## config.mk

```make
export PLATFORM = sky130hd
export DESIGN_NAME = encoded_byte_serializer
export DESIGN_NICKNAME = d
export VERILOG_FILES = /design/src/rtl/encoded_serializer_pkg.sv /design/src/rtl/byte_fifo2.sv /design/src/rtl/encoded_byte_serializer.sv
export SDC_FILE = /design/constraint.sdc
export NUM_CORES = 1
export LEC_CHECK = 0
export CAP_MARGIN = 20
export CELL_PAD_IN_SITES_DETAIL_PLACEMENT = 0
export CELL_PAD_IN_SITES_GLOBAL_PLACEMENT = 1
export CORE_MARGIN = 2
export CORE_UTILIZATION = 45
export DETAILED_ROUTE_END_ITERATION = 7
export PLACE_DENSITY = 0.86
export REMOVE_ABC_BUFFERS = 1
export SYNTH_ARGS = -nofsm -noshare
export SYNTH_HDL_FRONTEND = slang
export SYNTH_SLANG_ARGS = --single-unit
```

## constraint.sdc

```tcl
create_clock -name clk -period 2.3 [get_ports clk]
set_input_delay 0.345 -clock clk [delete_from_list [all_inputs] [get_ports clk]]
set_output_delay 0.345 -clock clk [all_outputs]
set_load 0.005 [all_outputs]
```

## src/rtl/encoded_serializer_pkg.sv

```systemverilog
// Shared types and constants for the encoded byte serializer.
package encoded_serializer_pkg;

   localparam int FRAME_BITS = 11;
   localparam int DATA_BITS  = 8;

   typedef enum logic [2:0] {
      IDLE,
      START,
      DATA,
      PARITY,
      STOP
   } state_t;

endpackage

```

## src/rtl/byte_fifo2.sv

```systemverilog
// Two-entry byte FIFO with synchronous active-low reset; push and pop may coincide.
module byte_fifo2
   import encoded_serializer_pkg::*;
(
   input  logic                 clk,
   input  logic                 rst_n,
   input  logic                 push_i,
   input  logic                 pop_i,
   input  logic [DATA_BITS-1:0] din_i,
   output logic [DATA_BITS-1:0] dout_o,
   output logic                 full_o,
   output logic                 empty_o
);

   logic [DATA_BITS-1:0] mem_q [2];
   logic                 wr_ptr_q;
   logic                 rd_ptr_q;
   logic [1:0]           count_q;
   logic                 do_push;
   logic                 do_pop;

   assign full_o  = (count_q == 2'd2);
   assign empty_o = (count_q == 2'd0);
   assign dout_o  = mem_q[rd_ptr_q];
   assign do_push = push_i && !full_o;
   assign do_pop  = pop_i && !empty_o;

   always_ff @(posedge clk) begin
      if (!rst_n) begin
         count_q  <= 2'd0;
         wr_ptr_q <= 1'b0;
         rd_ptr_q <= 1'b0;
      end else begin
         if (do_push) wr_ptr_q <= !wr_ptr_q;
         if (do_pop)  rd_ptr_q <= !rd_ptr_q;
         case ({do_push, do_pop})
            2'b10:   count_q <= count_q + 2'd1;
            2'b01:   count_q <= count_q - 2'd1;
            default: count_q <= count_q;
         endcase
      end
   end

   // Storage needs no reset: the count alone decides what is valid.
   always_ff @(posedge clk) begin
      if (do_push) mem_q[wr_ptr_q] <= din_i;
   end

endmodule

```

## src/rtl/encoded_byte_serializer.sv

```systemverilog
// Serializes buffered bytes as 11-bit frames: start, 8 data LSB-first, parity, stop.
//   state  | meaning
//   IDLE   | line high, waiting for a buffered byte
//   START  | start bit (low)
//   DATA   | data bit idx_q of the shift register
//   PARITY | parity bit over the byte
//   STOP   | stop bit (high); chains straight into START if a byte is waiting
module encoded_byte_serializer
   import encoded_serializer_pkg::*;
#(
   parameter int CLKS_PER_BIT = 4,
   parameter int PARITY_ODD   = 0
) (
   input  logic                 clk,
   input  logic                 rst_n,
   input  logic [DATA_BITS-1:0] in_data,
   input  logic                 in_valid,
   output logic                 in_ready,
   output logic                 tx_serial,
   output logic                 tx_busy,
   output logic                 frame_done
);

   localparam int CW = (CLKS_PER_BIT > 1) ? $clog2(CLKS_PER_BIT) : 1;
   localparam int IW = $clog2(DATA_BITS);
   localparam logic [CW-1:0] CYC_LAST = CW'(CLKS_PER_BIT - 1);
   localparam logic [IW-1:0] IDX_LAST = IW'(DATA_BITS - 1);
   localparam logic          PAR_ODD  = (PARITY_ODD != 0);

   state_t               state_q;
   logic [CW-1:0]        cyc_q;
   logic [IW-1:0]        idx_q;
   logic [DATA_BITS-1:0] shreg_q;
   logic                 tx_q;
   logic                 busy_q;
   logic                 done_q;

   logic                 fifo_full;
   logic                 fifo_empty;
   logic [DATA_BITS-1:0] fifo_dout;
   logic                 push;
   logic                 pop;
   logic                 bit_end;
   logic                 parity_bit;

   assign in_ready   = rst_n && !fifo_full;
   assign push       = in_valid && in_ready;
   assign bit_end    = (cyc_q == CYC_LAST);
   assign pop        = !fifo_empty && ((state_q == IDLE) || (state_q == STOP && bit_end));
   assign parity_bit = (^shreg_q) ^ PAR_ODD;

   byte_fifo2 u_fifo (
      .clk     (clk),
      .rst_n   (rst_n),
      .push_i  (push),
      .pop_i   (pop),
      .din_i   (in_data),
      .dout_o  (fifo_dout),
      .full_o  (fifo_full),
      .empty_o (fifo_empty)
   );

   // Line level is registered alongside the state, so each transition loads
   // the level belonging to the state being entered.
   always_ff @(posedge clk) begin
      if (!rst_n) begin
         state_q <= IDLE;
         cyc_q   <= '0;
         idx_q   <= '0;
         shreg_q <= '0;
         tx_q    <= 1'b1;
         busy_q  <= 1'b0;
         done_q  <= 1'b0;
      end else begin
         done_q <= 1'b0;
         case (state_q)
            IDLE: begin
               if (pop) begin
                  shreg_q <= fifo_dout;
                  cyc_q   <= '0;
                  state_q <= START;
                  tx_q    <= 1'b0;
                  busy_q  <= 1'b1;
               end
            end
            START: begin
               if (bit_end) begin
                  cyc_q   <= '0;
                  idx_q   <= '0;
                  state_q <= DATA;
                  tx_q    <= shreg_q[0];
               end else begin
                  cyc_q <= cyc_q + CW'(1);
               end
            end
            DATA: begin
               if (bit_end) begin
                  cyc_q <= '0;
                  if (idx_q == IDX_LAST) begin
                     state_q <= PARITY;
                     tx_q    <= parity_bit;
                  end else begin
                     idx_q <= idx_q + IW'(1);
                     tx_q  <= shreg_q[idx_q + IW'(1)];
                  end
               end else begin
                  cyc_q <= cyc_q + CW'(1);
               end
            end
            PARITY: begin
               if (bit_end) begin
                  cyc_q   <= '0;
                  state_q <= STOP;
                  tx_q    <= 1'b1;
               end else begin
                  cyc_q <= cyc_q + CW'(1);
               end
            end
            STOP: begin
               if (bit_end) begin
                  cyc_q  <= '0;
                  done_q <= 1'b1;
                  if (pop) begin
                     shreg_q <= fifo_dout;
                     state_q <= START;
                     tx_q    <= 1'b0;
                  end else begin
                     state_q <= IDLE;
                     tx_q    <= 1'b1;
                     busy_q  <= 1'b0;
                  end
               end else begin
                  cyc_q <= cyc_q + CW'(1);
               end
            end
            default: begin
               state_q <= IDLE;
               tx_q    <= 1'b1;
               busy_q  <= 1'b0;
            end
         endcase
      end
   end

   assign tx_serial  = tx_q;
   assign tx_busy    = busy_q;
   assign frame_done = done_q;

endmodule
```

==> results by group, run 1 <==
Setup path
  • Critical path, cell by cell: clkdlybuf4s50_1 > inv_1 > a21oi_1 > clkdlybuf4s50_1
  • Cell family with most CP delay: buffers and inverters
  • Slowest CP cell: clkdlybuf4s50_1
  • Element type at the critical path end: output port
  • Worst EP required: 1.96 ns
  • Max incr delay on CP: 0.55 ns
  • R2R depth: 6
  • R2R Path End: u_fifo.count_q[1]
  • Startpoint Class: input pin
  • WP depth: 4
  • FF-to-FF Start: u_fifo.count_q[0]
  • CP max FO: 4
  • Worst path most repeated cell: clkdlybuf4s50_1
  • Worst Path Buf+Inv: 3
  • Worst EP arrival: 1.73 ns
  • Worst reg-to-reg setup slack: 0.40 ns
  • Critical path class: input pin to output port

Power and ir drop
  • Pwr dens: 1210 mW/mm2
  • Static Leakage: 0.000741 uW
  • Post-layout power: 2570 uW
  • Worst VDD drop: 0.638 mV

Status
  • Status: completed

Placement
  • RD Place Congestion: 0.863
  • PortBufs: 14
  • Post-DP Area: 0.00201 mm2
  • DP HPWL: 2.27 mm

Synth
  • Multiplexer share of the synthesized area: 6.03%
  • Cell with the most instances after synthesis: dfxtp_1
  • Synth top area cells: dfxtp_1 (26%), edfxtp_1 (26%), mux2i_1 (6.0%), nor2_1 (4.1%), xnor2_1 (3.8%)
  • Post-synth top cells: dfxtp_1 (24), nor2_1 (20), edfxtp_1 (16), mux2i_1 (11), nand2_1 (10)
  • Synth warn: 0
  • Adder-cell share of the synthesized area: 2.74%
  • Post-synthesis instance area: 0.00183 mm2
  • Dominant cell type by area after synthesis: dfxtp_1
  • Syn_area_per_cell: 10.6 um2
  • Post-synth EDFFs: 16
  • Compound-Gate Fraction of Synth Area: 12.7%
  • Synth Area in XOR/XNOR: 5.76%
  • Simple-gate share of the synthesized area: 16.3%
  • Sequential cell area fraction in the yosys report: 52.6%
  • Flops & latches, synth: 40
  • Combinational family with the most area after synthesis: simple AND/OR/NAND/NOR gates
  • Primary FF master, synth: dfxtp_1
  • Area share of the largest cell type after synthesis: 26.3%
  • Synth async-reset ratio: 0%
  • Syn Inst Count: 172
  • Synth unique cells: 40

Detailed routing
  • Vias per cell: 5.41
  • First drt pass iteration count: 4
  • Drc violations: 0
  • Detailed Route Iter0 Violations: 115
  • Final wirelength: 3.13 mm
  • WL/cell: 13.0 um
  • Via count: 1299
  • Final ANT Viol Nets: 0

Cells and area
  • Final nets: 204
  • Diodes inserted: 0
  • Layout cells sized above 1: 10.0%
  • Final Util: 54.0%
  • Area growth, synth to finish: 16.5%
  • Cell area after layout: 0.00213 mm2

Timing
  • Fin crit period: 2.08 ns
  • Slew headroom: 71.0%
  • RSZ-0062 raised after global routing: no
  • Hold WS: 0.470 ns
  • Final setup viols: 0
  • Final Max Tran Viols: 0
  • Final period util: 90.3%
  • TNS Setup: 0 ns
  • Slew @ Worst Pin: 0.434 ns
  • Fmax: 481 MHz
  • Fin. Hold Viols: 0
  • Layout Skew: 0.00521 ns

Clock network
  • Clock buffer depth: 2
  • CTS tree: done
  • H-Tree Depth: 2
  • Clock-pin slew on the worst setup and hold paths: 0.08 ns
  • Setup Fix Bufs, Post-CTS: 0
  • Clk Latency, worst-skew pair: 0.29 ns
  • Clock sinks: 40
  • Clock Tree Root: clkbuf_8
  • Num CTS Buffers: 5
  • Post_cts resized: 0
  • Hold buffers post-CTS: 0

Floorplanning
  • Core Area: 0.00394 mm2
  • Die Y: 67.7 um
  • Starting Density: 46.3%
  • I/O pin total: 15
  • Standard-cell row count: 23
  • Die area: 0.00458 mm2
  • Die Span X: 67.7 um

Global routing
  • Vias in the first global route: 1259
  • Largest net degree at the start of global routing: 23
  • Initial antenna violation count: 0
  • First-pass GRT wire length: 5.41 mm
  • Tot GR Track Use: 16.0%
  • Grt ovf: 0

Hold path
  • Worst hold stages: 2
  • Hold Path Sink: idx_q[2]
  • HP Start: idx_q[2]
  • Worst Hold Class: flop to flop

Flow run
  • Total of max-cap violations: 0
## worst max-delay path by stage
stage / start / end / slack (ns)
4_1_cts: rst_n / in_ready / 0.20
2_1_floorplan: cyc_q[0] / u_fifo.count_q[1] / 0.09
3_3_place_gp: rst_n / u_fifo.count_q[1] / 0.15
5_1_grt: rst_n / in_ready / 0.09
3_5_place_dp: rst_n / u_fifo.count_q[1] / 0.04
6_report: rst_n / in_ready / 0.22
## cell type report
| type | instances | area [um2] |
|---|---|---|
| well taps | 50 | 62.6 |
| clock buffers | 5 | 68.8 |
| inverters | 2 | 7.51 |
| clock inverters | 3 | 46.3 |
| flip-flops and latches | 40 | 961 |
| fillers | 353 | 1820 |
| repair buffers | 20 | 185 |
| multi-input cells | 120 | 796 |
## cells by family after synthesis
family,count (synthesis)
AOI/OAI and AO/OA,34
xor gates and xnor gates,12
adders and majority gates,4
buffers and inverters,12
DFF,40
muxes,11
and+or+nand+nor,59
## routing by layer
layer	routed length (um)	part of all wire, %	vias to the layer above	GRT usage (%)
li1	-	-	657	-
met5	0	0	-	0
met2	1570	50	27	25.2
met1	1400	45	611	20.1
met3	108	3.5	4	3.67
met4	48	1.5	0	9.18
## through the flow
stage / setup slack, ns / cells
2_1_floorplan: 0.0907 / 162
3_3_place_gp: 0.150 / 232
3_5_place_dp: 0.0393 / 232
4_1_cts: 0.202 / 240
5_1_grt: 0.0916 / 240
6_report: 0.222 / 240
## worst reg2reg max path, delay by kind of cell, from the launching register on
family | cells | cell delay [ns]
AOI/OAI and AO/OA | 2 | 0.40
buffers and inverters | 1 | 0.08
adders and majority gates | 1 | 0.34
and+or+nand+nor | 2 | 0.52
DFF | 1 | 0.48
## registers in the layout, indices dropped and copies added, names as in the netlist, named ones only
register / cells
u_fifo.mem_q: 16
shreg_q: 8
idx_q: 3
state_q: 3
cyc_q: 2
u_fifo.count_q: 2
frame_done: 1
tx_busy: 1
tx_serial: 1
u_fifo.rd_ptr_q: 1
u_fifo.wr_ptr_q: 1
## power breakdown
part / internal, uW / total [uW] / switching, uW / leakage [uW]
sequential: 900 / 1060 / 164 / 0.000343
combinational: 476 / 919 / 443 / 0.000343
clock: 327 / 591 / 264 / 0.0000548
## cells in the final DEF (no fill, tap or decap), drive strengths merged, types with 2 or more instances in the layout
cell type / instances
or3: 3
nand4: 3
nand3: 4
nand3b: 2
or2: 2
dfxtp: 24
inv: 3
nor2: 21
nand2: 10
xnor2: 8
clkbuf: 5
clkdlybuf4s50: 14
a211oi: 10
a311oi: 2
nor2b: 3
xor2: 4
ha: 4
edfxtp: 16
a21oi: 9
mux2i: 11
buf: 6
nor3: 6
and3: 2
o21ai: 6
(Power assumes the default switching activity.)
==> run 2, diff against run 1 <==
--- a/config.mk
+++ b/config.mk
@@ -5,11 +5,12 @@
 export SDC_FILE = /design/constraint.sdc
 export NUM_CORES = 1
 export LEC_CHECK = 0
+export ABC_AREA = 1
 export CAP_MARGIN = 20
 export CELL_PAD_IN_SITES_DETAIL_PLACEMENT = 0
 export CELL_PAD_IN_SITES_GLOBAL_PLACEMENT = 1
 export CORE_MARGIN = 2
-export CORE_UTILIZATION = 45
+export CORE_UTILIZATION = 43
 export DETAILED_ROUTE_END_ITERATION = 7
 export PLACE_DENSITY = 0.86
 export REMOVE_ABC_BUFFERS = 1
==> run 2 against run 1 <==
  * Sequential share of layout area is 3.3 points lower
  * Critical path depth stayed put
  * Sequential cell count stayed put
  * Power is 11% higher
  * First-iteration DRC count is 49% lower
  * Critical path type unchanged
  * Highest routed layer unchanged
==> results by group, run 2 <==
Synth
  • Primary FF master, synth: dfxtp_1
  • Area share of the largest cell type after synthesis: 24.5%
  • Dominant cell type by area after synthesis: dfxtp_1
  • Syn_area_per_cell: 8.04 um2
  • Synth top area cells: dfxtp_1 (25%), edfxtp_1 (25%), nand2_1 (14%), inv_1 (4.6%), a21oi_1 (3.8%)
  • Cell with the most instances after synthesis: nand2_1
  • Sequential cell area fraction in the yosys report: 49.0%
  • Syn Inst Count: 244
  • Synth warn: 0
  • Synth async-reset ratio: 0%
  • Post-synthesis instance area: 0.00196 mm2
  • Post-synth EDFFs: 16
  • Synth unique cells: 31
  • Flops & latches, synth: 40
  • Post-synth top cells: nand2_1 (75), dfxtp_1 (24), inv_1 (24), edfxtp_1 (16)

Timing
  • Slew @ Worst Pin: 0.295 ns
  • Final setup viols: 0
  • RSZ-0062 raised after global routing: no
  • TNS Setup: 0 ns
  • Fin crit period: 1.97 ns
  • Slew headroom: 80.2%
  • Fmax: 507 MHz
  • Final Max Tran Viols: 0
  • Hold WS: 0.453 ns
  • Layout Skew: 0.0125 ns
  • Fin. Hold Viols: 0
  • Final period util: 85.8%

Placement
  • DP HPWL: 2.63 mm
  • RD Place Congestion: 0.731
  • PortBufs: 14

Global routing
  • First-pass GRT wire length: 6.32 mm
  • Largest net degree at the start of global routing: 20
  • Tot GR Track Use: 15.6%
  • Initial antenna violation count: 0
  • Vias in the first global route: 1479
  • Grt ovf: 0

Detailed routing
  • Drc violations: 0
  • First drt pass iteration count: 4
  • Detailed Route Iter0 Violations: 59
  • Final wirelength: 3.47 mm
  • Via count: 1516
  • Vias per cell: 4.75
  • WL/cell: 10.9 um
  • Final ANT Viol Nets: 0

Clock network
  • Post_cts resized: 0
  • Num CTS Buffers: 5
  • H-Tree Depth: 2
  • Setup Fix Bufs, Post-CTS: 0
  • Clk Latency, worst-skew pair: 0.29 ns
  • Clock-pin slew on the worst setup and hold paths: 0.08 ns
  • Clock buffer depth: 2
  • Clock sinks: 40
  • CTS tree: done
  • Clock Tree Root: clkbuf_8
  • Hold buffers post-CTS: 0

Flow run
  • Total of max-cap violations: 0

Setup path
  • Critical path class: input pin to output port
  • Startpoint Class: input pin
  • CP max FO: 2
  • R2R Path End: u_fifo.count_q[1]
  • Element type at the critical path end: output port
  • Worst reg-to-reg setup slack: 0.61 ns
  • FF-to-FF Start: cyc_q[0]
  • Worst EP required: 1.96 ns
  • Worst EP arrival: 1.63 ns
  • R2R depth: 7

Floorplanning
  • Standard-cell row count: 24
  • I/O pin total: 15
  • Die Span X: 71.5 um
  • Die Y: 71.5 um
  • Die area: 0.00512 mm2
  • Core Area: 0.00438 mm2
  • Starting Density: 44.7%

Status
  • Status: completed

Cells and area
  • Commonest non-fill, non-tap cell in the layout: nand2_1
  • Layout cells sized above 1: 13.1%
  • Final nets: 281
  • Most frequent cells in the layout: nand2_1 (75), inv_1 (24), dfxtp_1 (24), edfxtp_1 (16)
  • Diodes inserted: 0
  • Biggest regs: u_fifo.mem_q x16, shreg_q x8
  • Fillers: 447
  • Max FFs per register: 16
  • Largest Register: u_fifo.mem_q
  • Area growth, synth to finish: 17.0%

Power and ir drop
  • Pwr dens: 1240 mW/mm2
  • Worst VDD drop: 0.510 mV
  • Static Leakage: 0.000988 uW

Hold path
  • HP Start: u_fifo.rd_ptr_q
  • Hold Path Sink: u_fifo.rd_ptr_q
  • Worst Hold Class: flop to flop
  • Worst hold stages: 1
[run 2: changes by cell type in the layout (fill, tap and decap cells not counted), moves of 8 or more]
cell and delta:
o21ai_0 +9, a211oi_1 -8, mux2i_1 -11, xnor2_1 -8, nand2_1 +65, a31oi_1 +9, inv_1 +22
[run 2: worst max path at each step]
stage	end	start	slack, ns	cells after the start
after detailed placement	u_fifo.count_q[1]	rst_n	0.26	8
after global placement	u_fifo.count_q[1]	rst_n	0.28	8
final	in_ready	rst_n	0.33	4
after global routing	in_ready	rst_n	0.27	4
after CTS	in_ready	rst_n	0.30	4
after floorplan	u_fifo.count_q[1]	cyc_q[0]	0.45	7
[run 2: final cells by class]
| class | instances | area (um2) | area share, % |
|---|---|---|---|
| Clock buffer | 5 | 68.8 | 3.00 |
| Clock inverter | 3 | 41.3 | 1.80 |
| Multi-Input combinational cell | 169 | 862 | 37.6 |
| Inverter | 31 | 118 | 5.13 |
| Sequential cell | 40 | 961 | 41.9 |
| Timing Repair Buffer | 19 | 178 | 7.75 |
| Tap cell | 52 | 65.1 | 2.84 |
[run 2: critical path: stages]
cell,delay (ns)
clkdlybuf4s50_1,0.52
inv_1,0.07
a21oi_1,0.17
clkdlybuf4s50_1,0.53
[run 2: cell families after synthesis]
group                    Yosys count  share of synthesized area (%)
flip-flops                        40                           49.0
AO/OA/AOI/OAI                     46                           13.1
adder cells (fa/ha/maj)            4                           2.55
buffers and inverters             35                           7.02
AND/OR/NAND/NOR                  119                           28.3
[run 2: power breakdown]
| part | switching (uW) | total, uW | leakage (uW) | internal (uW) |
|---|---|---|---|---|
| clock network | 252 | 574 | 0.0000585 | 322 |
| registers | 168 | 1080 | 0.000344 | 911 |
| logic | 736 | 1200 | 0.000586 | 466 |
[run 2: metal layers]
metal  wire length [um]  vias up  track usage, %
li1                   -      844               -
met1               1710      644            19.7
met2               1590       21            25.7
met3                114        7            4.22
met4                 55        0            5.87
met5                  0        -               0
[run 2: stage by stage]
step	utilization, %	setup WS (ns)	area (um2)	total power (uW)	instances
2_1_floorplan	-	0.453	1940	2010	240
4_1_cts	52.3	0.300	2290	2890	319
3_3_place_gp	49.8	0.285	2180	2290	311
5_1_grt	52.3	0.273	2290	3140	319
3_5_place_dp	49.8	0.264	2180	2310	311
6_report	52.3	0.326	2290	2860	319
